**config.mk**
```make
export PLATFORM = sky130hd
export DESIGN_NAME = register_bank
export DESIGN_NICKNAME = d
export VERILOG_FILES = /design/src/rtl/register_bank.sv
export SDC_FILE = /design/constraint.sdc
export NUM_CORES = 1
export LEC_CHECK = 0
export CELL_PAD_IN_SITES_DETAIL_PLACEMENT = 2
export CELL_PAD_IN_SITES_GLOBAL_PLACEMENT = 2
export CORE_MARGIN = 3
export CORE_UTILIZATION = 42
export DETAILED_ROUTE_END_ITERATION = 6
export DONT_BUFFER_PORTS = 1
export PLACE_DENSITY = 0.75
export SLEW_MARGIN = 10
export SYNTH_ARGS = -nofsm -noshare
export SYNTH_HDL_FRONTEND = slang
export SYNTH_SLANG_ARGS = --single-unit
```
**constraint.sdc**
```tcl
create_clock -name i_clk -period 1.5 [get_ports i_clk]
set_input_delay 0.15 -clock i_clk [delete_from_list [all_inputs] [get_ports i_clk]]
set_output_delay 0.15 -clock i_clk [all_outputs]
set_load 0.02 [all_outputs]
```
**src/rtl/register_bank.sv**
```systemverilog
// rtl/register_bank.sv - double-buffered register bank with shadow/active banks and two registered read ports
module register_bank #(
    parameter int NrOfBits = 8,
    parameter int NrOfRegs = 4,
    parameter int AddrBits = 2
) (
    input  logic                i_clk,
    input  logic                i_rst_n,
    input  logic                i_clock_enable,
    input  logic                i_tick,
    input  logic                i_wr_en,
    input  logic [AddrBits-1:0] i_wr_addr,
    input  logic [NrOfBits-1:0] i_wr_data,
    input  logic [NrOfBits-1:0] i_wr_mask,
    input  logic                i_commit,
    input  logic                i_clear,
    input  logic                i_preset,
    input  logic                i_rd_en_a,
    input  logic [AddrBits-1:0] i_rd_addr_a,
    input  logic                i_rd_en_b,
    input  logic [AddrBits-1:0] i_rd_addr_b,
    output logic [NrOfBits-1:0] o_qa,
    output logic [NrOfBits-1:0] o_qb,
    output logic                o_valid_a,
    output logic                o_valid_b,
    output logic                o_dirty
);

    // Register count expressed in AddrBits+1 bits so the range check needs no width juggling.
    localparam logic [AddrBits:0] LP_NREGS = NrOfRegs[AddrBits:0];

    logic [NrOfBits-1:0] r_shadow [NrOfRegs];
    logic [NrOfBits-1:0] r_active [NrOfRegs];
    logic [NrOfBits-1:0] r_qa;
    logic [NrOfBits-1:0] r_qb;
    logic                r_valid_a;
    logic                r_valid_b;
    logic                r_dirty;

    logic                w_step;
    logic                w_wr_valid;
    logic [NrOfBits-1:0] w_rd_a;
    logic [NrOfBits-1:0] w_rd_b;

    assign w_step     = i_clock_enable & i_tick;
    assign w_wr_valid = i_wr_en & ({1'b0, i_wr_addr} < LP_NREGS);

    // Active-bank read muxes; an address with no matching register yields zero.
    always_comb begin
        w_rd_a = '0;
        w_rd_b = '0;
        for (int i = 0; i < NrOfRegs; i++) begin
            if (i_rd_addr_a == AddrBits'(i)) begin
                w_rd_a = r_active[i];
            end
            if (i_rd_addr_b == AddrBits'(i)) begin
                w_rd_b = r_active[i];
            end
        end
    end

    // Bank and dirty-flag update: only on a step, Clear over Preset over Commit/Write.
    always_ff @(posedge i_clk or negedge i_rst_n) begin
        if (!i_rst_n) begin
            for (int i = 0; i < NrOfRegs; i++) begin
                r_shadow[i] <= '0;
                r_active[i] <= '0;
            end
            r_dirty <= 1'b0;
        end else if (w_step) begin
            if (i_clear) begin
                for (int i = 0; i < NrOfRegs; i++) begin
                    r_shadow[i] <= '0;
                    r_active[i] <= '0;
                end
                r_dirty <= 1'b0;
            end else if (i_preset) begin
                for (int i = 0; i < NrOfRegs; i++) begin
                    r_shadow[i] <= '1;
                    r_active[i] <= '1;
                end
                r_dirty <= 1'b0;
            end else begin
                // Commit copies the pre-write shadow; a same-step write lands in shadow only.
                for (int i = 0; i < NrOfRegs; i++) begin
                    if (i_commit) begin
                        r_active[i] <= r_shadow[i];
                    end
                    if (w_wr_valid && (i_wr_addr == AddrBits'(i))) begin
                        r_shadow[i] <= (r_shadow[i] & ~i_wr_mask) | (i_wr_data & i_wr_mask);
                    end
                end
                if (w_wr_valid) begin
                    r_dirty <= 1'b1;
                end else if (i_commit) begin
                    r_dirty <= 1'b0;
                end
            end
        end
    end

    // Read port A: registered data held when idle, valid pulses per read.
    always_ff @(posedge i_clk or negedge i_rst_n) begin
        if (!i_rst_n) begin
            r_qa      <= '0;
            r_valid_a <= 1'b0;
        end else begin
            r_valid_a <= i_rd_en_a;
            if (i_rd_en_a) begin
                r_qa <= w_rd_a;
            end
        end
    end

    // Read port B: identical to port A, independent address.
    always_ff @(posedge i_clk or negedge i_rst_n) begin
        if (!i_rst_n) begin
            r_qb      <= '0;
            r_valid_b <= 1'b0;
        end else begin
            r_valid_b <= i_rd_en_b;
            if (i_rd_en_b) begin
                r_qb <= w_rd_b;
            end
        end
    end

    assign o_qa      = r_qa;
    assign o_qb      = r_qb;
    assign o_valid_a = r_valid_a;
    assign o_valid_b = r_valid_b;
    assign o_dirty   = r_dirty;

endmodule

```
# Yosys cells after proc, flatten, opt, wreduce, memory -nomap -nowiden

Index checks and enable logic that the tools add are counted.

Equality and inequality tests: 9
Mux-type cells: 24
Bitwise operators: 11
Reductions and logical operators: 19

Operator list:

| kind               | count |
|---|---|
| $mux 32            | 4 |
| $mux 8             | 16 |
| $and 8x8->8        | 5 |
| $or 8x8->8         | 4 |
| $reduce_bool 3->1  | 5 |
| $eq 2x2->1 const B | 6 |
| $reduce_and 2->1   | 6 |
| $not 8->8          | 1 |
| $eq 2x1->1 const B | 3 |
| $logic_not 2->1    | 3 |
| $logic_and 1x1->1  | 4 |
| $mux 1             | 4 |
| $reduce_bool 4->1  | 1 |
| $and 1x1->1        | 1 |

Bits in registers: 83
Input bits: 32
Output and inout port bits: 19
Logic and storage cells: 76

# Logic depth before layout (Yosys ltp)

Gate-level depths: netlist (run 1).

Depth after elaboration: 6
Mapped depth: 6
Depth with buffers taken out: 3

# Worst setup path after synthesis (run 1)

Ideal clock, no wire load.

Path type: input to register
Start: input port i_preset
End: register r_shadow[10] (netlist name)
Library setup time: 121 ps
Arrival time: 1200 ps
Setup slack: 179 ps
Cell stages on the path: 6
Path buffers: 3
Cell sequence: buf_2 or2_1 buf_6 or2_1 buf_6 a22o_1

Word-level cells in the longest chain between the ends: 2
Elaborated cells on any way between the ends: 4
Those cells by class: mux: 2; reduce/logical: 2

Ends and longest elaborated chain:

| item                                                          | line | source |
|---|---|---|
| start: declaration                                            | 17   | `input logic i_preset,` |
| $reduce_bool 3->1 (no source line) or $mux 32 (tied branches) | --   |  |
| $reduce_and 2->1 (no source line) or $mux 32 (tied branches)  | --   |  |
| end signal: indexed assignment                                | 90   | `r_shadow[i] <= (r_shadow[i] & ~i_wr_mask) \| (i_wr_data & i_wr_mask);` |
| end: declaration                                              | 32   | `logic [NrOfBits-1:0] r_shadow [NrOfRegs];` |

Parallel ways exist; a longest one is shown, timed or not.
A chain may end at the register's enable or synchronous reset.

# Worst setup path in the final report (run 1)

Start: input port i_preset
End: register r_active[30] (netlist name)

Word-level cells in the longest chain between the ends: 2
Elaborated cells on any way between the ends: 4
Those cells by class: mux: 2; reduce/logical: 2

Ends and longest elaborated chain:

| item                                                          | line | source |
|---|---|---|
| $reduce_bool 3->1 (no source line) or $mux 32 (tied branches) | --   |  |
| $reduce_and 2->1 (no source line) or $mux 32 (tied branches)  | --   |  |
| end signal: indexed assignment                                | 87   | `r_active[i] <= r_shadow[i];` |
| end: declaration                                              | 33   | `logic [NrOfBits-1:0] r_active [NrOfRegs];` |

Parallel ways exist; a longest one is shown, timed or not.

==> results.toml, run 1 <==
[finish]
n_antenna_cell = 0
fill_cells = 951
layout_common_cells = "dfrtp_1 (83), nor2_1 (40), nand2_1 (34), o31ai_1 (32), o21ai_0 (25)"
mostFrequentLayoutCell = "dfrtp_1"
areaGrowthSynthToFinish_pct = 9.29
final_nets = 380
drive_above_1_share = 0.161

[grt]
grt_pass1_vias = 3156
grt_util_met1 = 0.285
grt_use_met3 = 0.0428
track_usage = 0.209
grt_max_degree = 84
grt_remaining_overflow = 0
antenna_found_initial = 0
gr-usage-met2 = 0.331
grt_first_pass_wirelength_mm = 17.7
gr-max-usage-layer = "met2"

[timing]
hold_violations = 83
max_clock_freq_ghz = 0.762
setup_tns_ns = 0
finClkSkew_ns = 0.0130
worstMarginPinSlew_ns = 0.795
finalSetupViolations = 0
whs_ns = -0.530
timing.slew.headroom = 0.469
slew_violations = 0
rsz0062_at_grt = "false"
fin_crit_ns = 1.31
period_share = 0.875

[synthesis]
ys.warnings.count = 0
synth_top_area_cell = "dfrtp_1"
netlist.area_leader.share = 0.516
syn_nets = 388
synth_cell_type_count = 25
synthCells = 356
avgSynthCellArea_um2 = 11.3
ys.flop_type = "dfrtp_1"
synth_edf_count = 0
async_reset_ff_frac = 1.00
synth_seq_cells = 83
synth_area_um2 = 4030
ys_seq_area_frac = 0.516
ys_top_cells_by_area = "dfrtp_1 (52%), mux4_2 (8.9%), o31ai_1 (6.0%)"

[place]
gp_congestion = 0.757
hpwl_mm = 7.33
portBuffers = 0

[route]
routed_via_density = 5.82
drc = 0
num_vias = 2805
antenna_left = 0
dr.pass1.iters = 4
drt-initial-drc-count = 97
post_drt_wl_per_cell_um = 22.0
postRouteWirelength_mm = 10.6

[run]
drv_cap = 0

[clock_tree]
clkTransAtPathRegs_ns = 0.09
cts_setup_buffers = 0
cts_num_sinks = 83
h-tree-depth = 3
clkLatencyLatePin_ns = 0.36
cts_made_buffers = 9
postCtsHoldBufs = 9
cts_root_buf = "clkbuf_8"
cts_buffer_depth = 2
cts_resized = 0
cts_tree = "built"

[die]
die_y_um = 104
io_pins = 51
die_w_um = 104
dieArea_um2 = 10800
core_um2 = 9280
num_rows = 35
floorplan.initialDensity = 0.434

[setup_path]
crit_fanout = 24
worstSetupEndpointType = "flip-flop"
start_kind = "primary input"
arrival_ns = 1.56
worst_ep_required_time_ns = 1.75
worstSetupPathType = "primary input to flip-flop"

[status]
outcome = "finished, violations left"
violations = "hold timing"

[hold_path]
hold_path_class = "primary input to async pin"

[power_and_ir_drop]
p_per_area_nw_per_um2 = 1300
leakagePower_nw = 1.97
vdd_drop_max_v = 0.000423
registers in the layout, indices dropped and copies added (netlist names):
name,flops
o_qa,8
o_valid_b,1
o_qb,8
o_dirty,1
r_active,32
r_shadow,32
o_valid_a,1
where the power goes:
part           switching, mW  total [mW]  internal (mW)
logic                  0.345       0.814          0.469
registers              0.434        3.05           2.62
clock network          0.843        1.84          0.993
total                   1.62        5.70           4.08
per-layer routing:
| layer | share of wire | vias up |
|---|---|---|
| li1 | - | 1287 |
| met1 | 0.47 | 1431 |
| met2 | 0.46 | 74 |
| met3 | 0.047 | 13 |
| met4 | 0.016 | 0 |
| met5 | 0 | - |
synthesized netlist by cell type (2+ instances only):
library cell and n:
clkbuf_1 13, buf_1 6, o31ai_1 32, buf_2 11, dfrtp_1 83, a21oi_1 8
nor2_1 40, buf_6 4, and3b_1 2, o21ai_0 25, mux2_2 16, nand2b_1 8
a21o_1 8, nor3_1 8, mux4_2 16, o211a_1 8, nand2_1 34, or2_1 4
a22o_1 24
cells by family (layout without fill, tap and decap cells):
logic type	Yosys count	count (layout)	share of synthesized area
AND/OR/NAND/NOR	98	98	0.107
AO/OA/AOI/OAI	108	108	0.200
multiplexers	32	32	0.134
buffers and inverters	35	32	0.0435
flip-flops	83	83	0.516
critical path, cell delays in order:
cell,delay (ns)
dlygate4sd3_1,1.05
nor2_1,0.10
o31ai_1,0.26
metrics by stage:
stage	cells	utilization	total power [mW]	worst slack, ns	instance area, µm²
6_report	482	0.474	5.70	0.187	4400
5_1_grt	482	0.474	6.03	0.0369	4400
4_1_cts	482	0.474	5.78	0.193	4400
3_5_place_dp	457	0.439	3.86	0.218	4080
3_3_place_gp	457	0.439	3.77	0.252	4080
2_1_floorplan	356	-	3.67	0.179	4030
final timing paths:
kind                               from      endpoint  slack, ns  cells past startpoint
max                            i_preset  r_active[30]       0.19                      3
min                             i_rst_n       o_qa[7]      -0.53                      0
max reg2reg                r_active[22]       o_qb[6]       0.20                      2
min reg2reg                 r_shadow[1]   r_shadow[1]       0.51                      1
max in group asynchronous       i_rst_n  r_active[10]       1.87                      0
min in group i_clk             i_preset  r_active[15]       0.02                      2
area by class of cell:
cell class / count / area (µm²) / share of cell area
multi-input cells: 238 / 1780 / 0.404
inverters: 1 / 3.75 / 0.000853
flip-flops and latches: 83 / 2080 / 0.472
clock inverters: 5 / 85.1 / 0.0193
well taps: 129 / 161 / 0.0367
clock buffers: 11 / 141 / 0.0321
repair buffers: 15 / 158 / 0.0358
No activity file was read; power rests on OpenSTA's default activity.
==> run 2: changes to the inputs <==
CORE_MARGIN = 10   (was 3)
PLACE_DENSITY = 0.8   (was 0.75)
==> results.toml, run 2 (synthesis results as in run 1) <==
[status]
outcome = "finished, violations left"
violations = "hold timing"

[timing]
hold_violations = 83
whs_ns = -0.519
fin_crit_ns = 1.34
rsz0062_at_grt = "false"
period_share = 0.890
finClkSkew_ns = 0.00991
worstMarginPinSlew_ns = 0.631
slew_violations = 0
max_clock_freq_ghz = 0.749
setup_tns_ns = 0
timing.slew.headroom = 0.578
finalSetupViolations = 0

[grt]
antenna_found_initial = 0
grt_max_degree = 84
grt_use_met3 = 0.0489
grt_remaining_overflow = 0
gr-max-usage-layer = "met2"
grt_pass1_vias = 3078
gr-usage-met2 = 0.249
track_usage = 0.161
grt_first_pass_wirelength_mm = 18.2
grt_util_met1 = 0.212

[setup_path]
cp_num_buf_inv = 1
worst_ep_required_time_ns = 1.74
r2r_cells = 3
crit_fanout = 2
path_cells = "nor2_1, o31ai_1, dlygate4sd3_1"
start_kind = "flip-flop"
rr_endpoint = "r_active[4]"
arrival_ns = 1.58
path_delay_family = "buffers and inverters"
worstSetupEndpointType = "flip-flop"
timing.rr.start = "r_shadow[4]"
critPathMaxStageDelay_ns = 0.56
reg2reg_slack_ns = 0.16
worstSetupPathType = "flip-flop to flip-flop"
crit_slowest_cell = "dlygate4sd3_1"

[finish]
drive_above_1_share = 0.162
mostFrequentLayoutCell = "dfrtp_1"
areaGrowthSynthToFinish_pct = 8.51
instances_no_fill = 480
top_regs = "r_active: 32 flops, r_shadow: 32 flops"
fill_cells = 970
n_antenna_cell = 0
final_nets = 378
layout_common_cells = "dfrtp_1 (83), nor2_1 (40), nand2_1 (34), o31ai_1 (32), o21ai_0 (25)"

[die]
floorplan.initialDensity = 0.434
io_pins = 51
die_y_um = 118
core_um2 = 9280
dieArea_um2 = 13900
die_w_um = 118
num_rows = 35

[route]
routed_via_density = 5.93
drt-initial-drc-count = 185
antenna_left = 0
drc = 0
post_drt_wl_per_cell_um = 22.9
postRouteWirelength_mm = 11.0
dr.pass1.iters = 4
num_vias = 2848

[power_and_ir_drop]
combPwrFrac = 0.144
clock_power_share = 0.312
vdd_drop_max_v = 0.000424
leakagePower_nw = 1.97
power.switching_mw = 1.62
p_per_area_nw_per_um2 = 1290
seq_power_share = 0.544
intPower_mw = 4.03
swShare = 0.287

[clock_tree]
cts_tree = "built"
cts_made_buffers = 9
clkLatencyLatePin_ns = 0.35
postCtsHoldBufs = 7
cts_resized = 0
cts_root_buf = "clkbuf_8"
cts_buffer_depth = 2
clkTransAtPathRegs_ns = 0.09
h-tree-depth = 3
cts_num_sinks = 83

[place]
dp.cells = 457
hpwl_mm = 7.73
gp_congestion = 0.763
portBuffers = 0

[run]
drv_cap = 0

[hold_path]
hold_path_class = "primary input to async pin"
run 2: cell count changes in the layout (fill, tap and decap cells not counted), sizes merged:
cell	before	now
clkbuf	11	10
dlygate4sd3	8	6
clkinv	1	3
clkinvlp	1	0
run 2: layout make-up:
class                           instances  area [µm²]  area share
Tap cell                              129         161      0.0369
Clock inverter                          6        87.6      0.0200
Multi-Input combinational cell        238        1780       0.406
Clock buffer                           10         128      0.0292
Sequential cell                        83        2080       0.475
Timing Repair Buffer                   13         138      0.0315
Inverter                                1        3.75    0.000859
run 2: metal layers:
layer  vias to the layer above  share of wire
li1                       1286              -
met1                      1482           0.46
met2                        70           0.46
met3                        10          0.067
met4                         0          0.010
met5                         -              0
run 2: repair_timing:
action / CTS / global route
setup buffers: 0 / 0
endpoints found under the setup margin: 0 / 0
hold endpoints to repair: 134 / 83
run 2: worst max-delay path by stage:
stage            startpoint  cells after the start            to
2_1_floorplan      i_preset                      6  r_shadow[10]
3_3_place_gp   r_active[17]                      2       o_qb[1]
3_5_place_dp    r_active[6]                      2       o_qa[6]
4_1_cts         r_shadow[4]                      3   r_active[4]
5_1_grt         r_shadow[4]                      3   r_active[4]
6_report        r_shadow[4]                      3   r_active[4]
run 2: power groups by stage:
stage	sequential [mW]	clock, mW	combinational (mW)
global route	3.12	1.96	0.909
floorplan	2.97	0	0.700
detailed placement	3.12	0	0.768
finish	3.07	1.76	0.815
global placement	3.07	0	0.708
CTS	3.07	1.82	0.827
run 2: metrics by stage:
step / power, mW / setup WS (ns) / utilization / cell area, µm²
after floorplan: 3.67 / 0.179 / - / 4030
after global placement: 3.78 / 0.254 / 0.439 / 4080
final: 5.65 / 0.164 / 0.471 / 4370
after detailed placement: 3.89 / 0.200 / 0.439 / 4080
after CTS: 5.72 / 0.189 / 0.471 / 4370
after global routing: 5.99 / 0.0690 / 0.471 / 4370
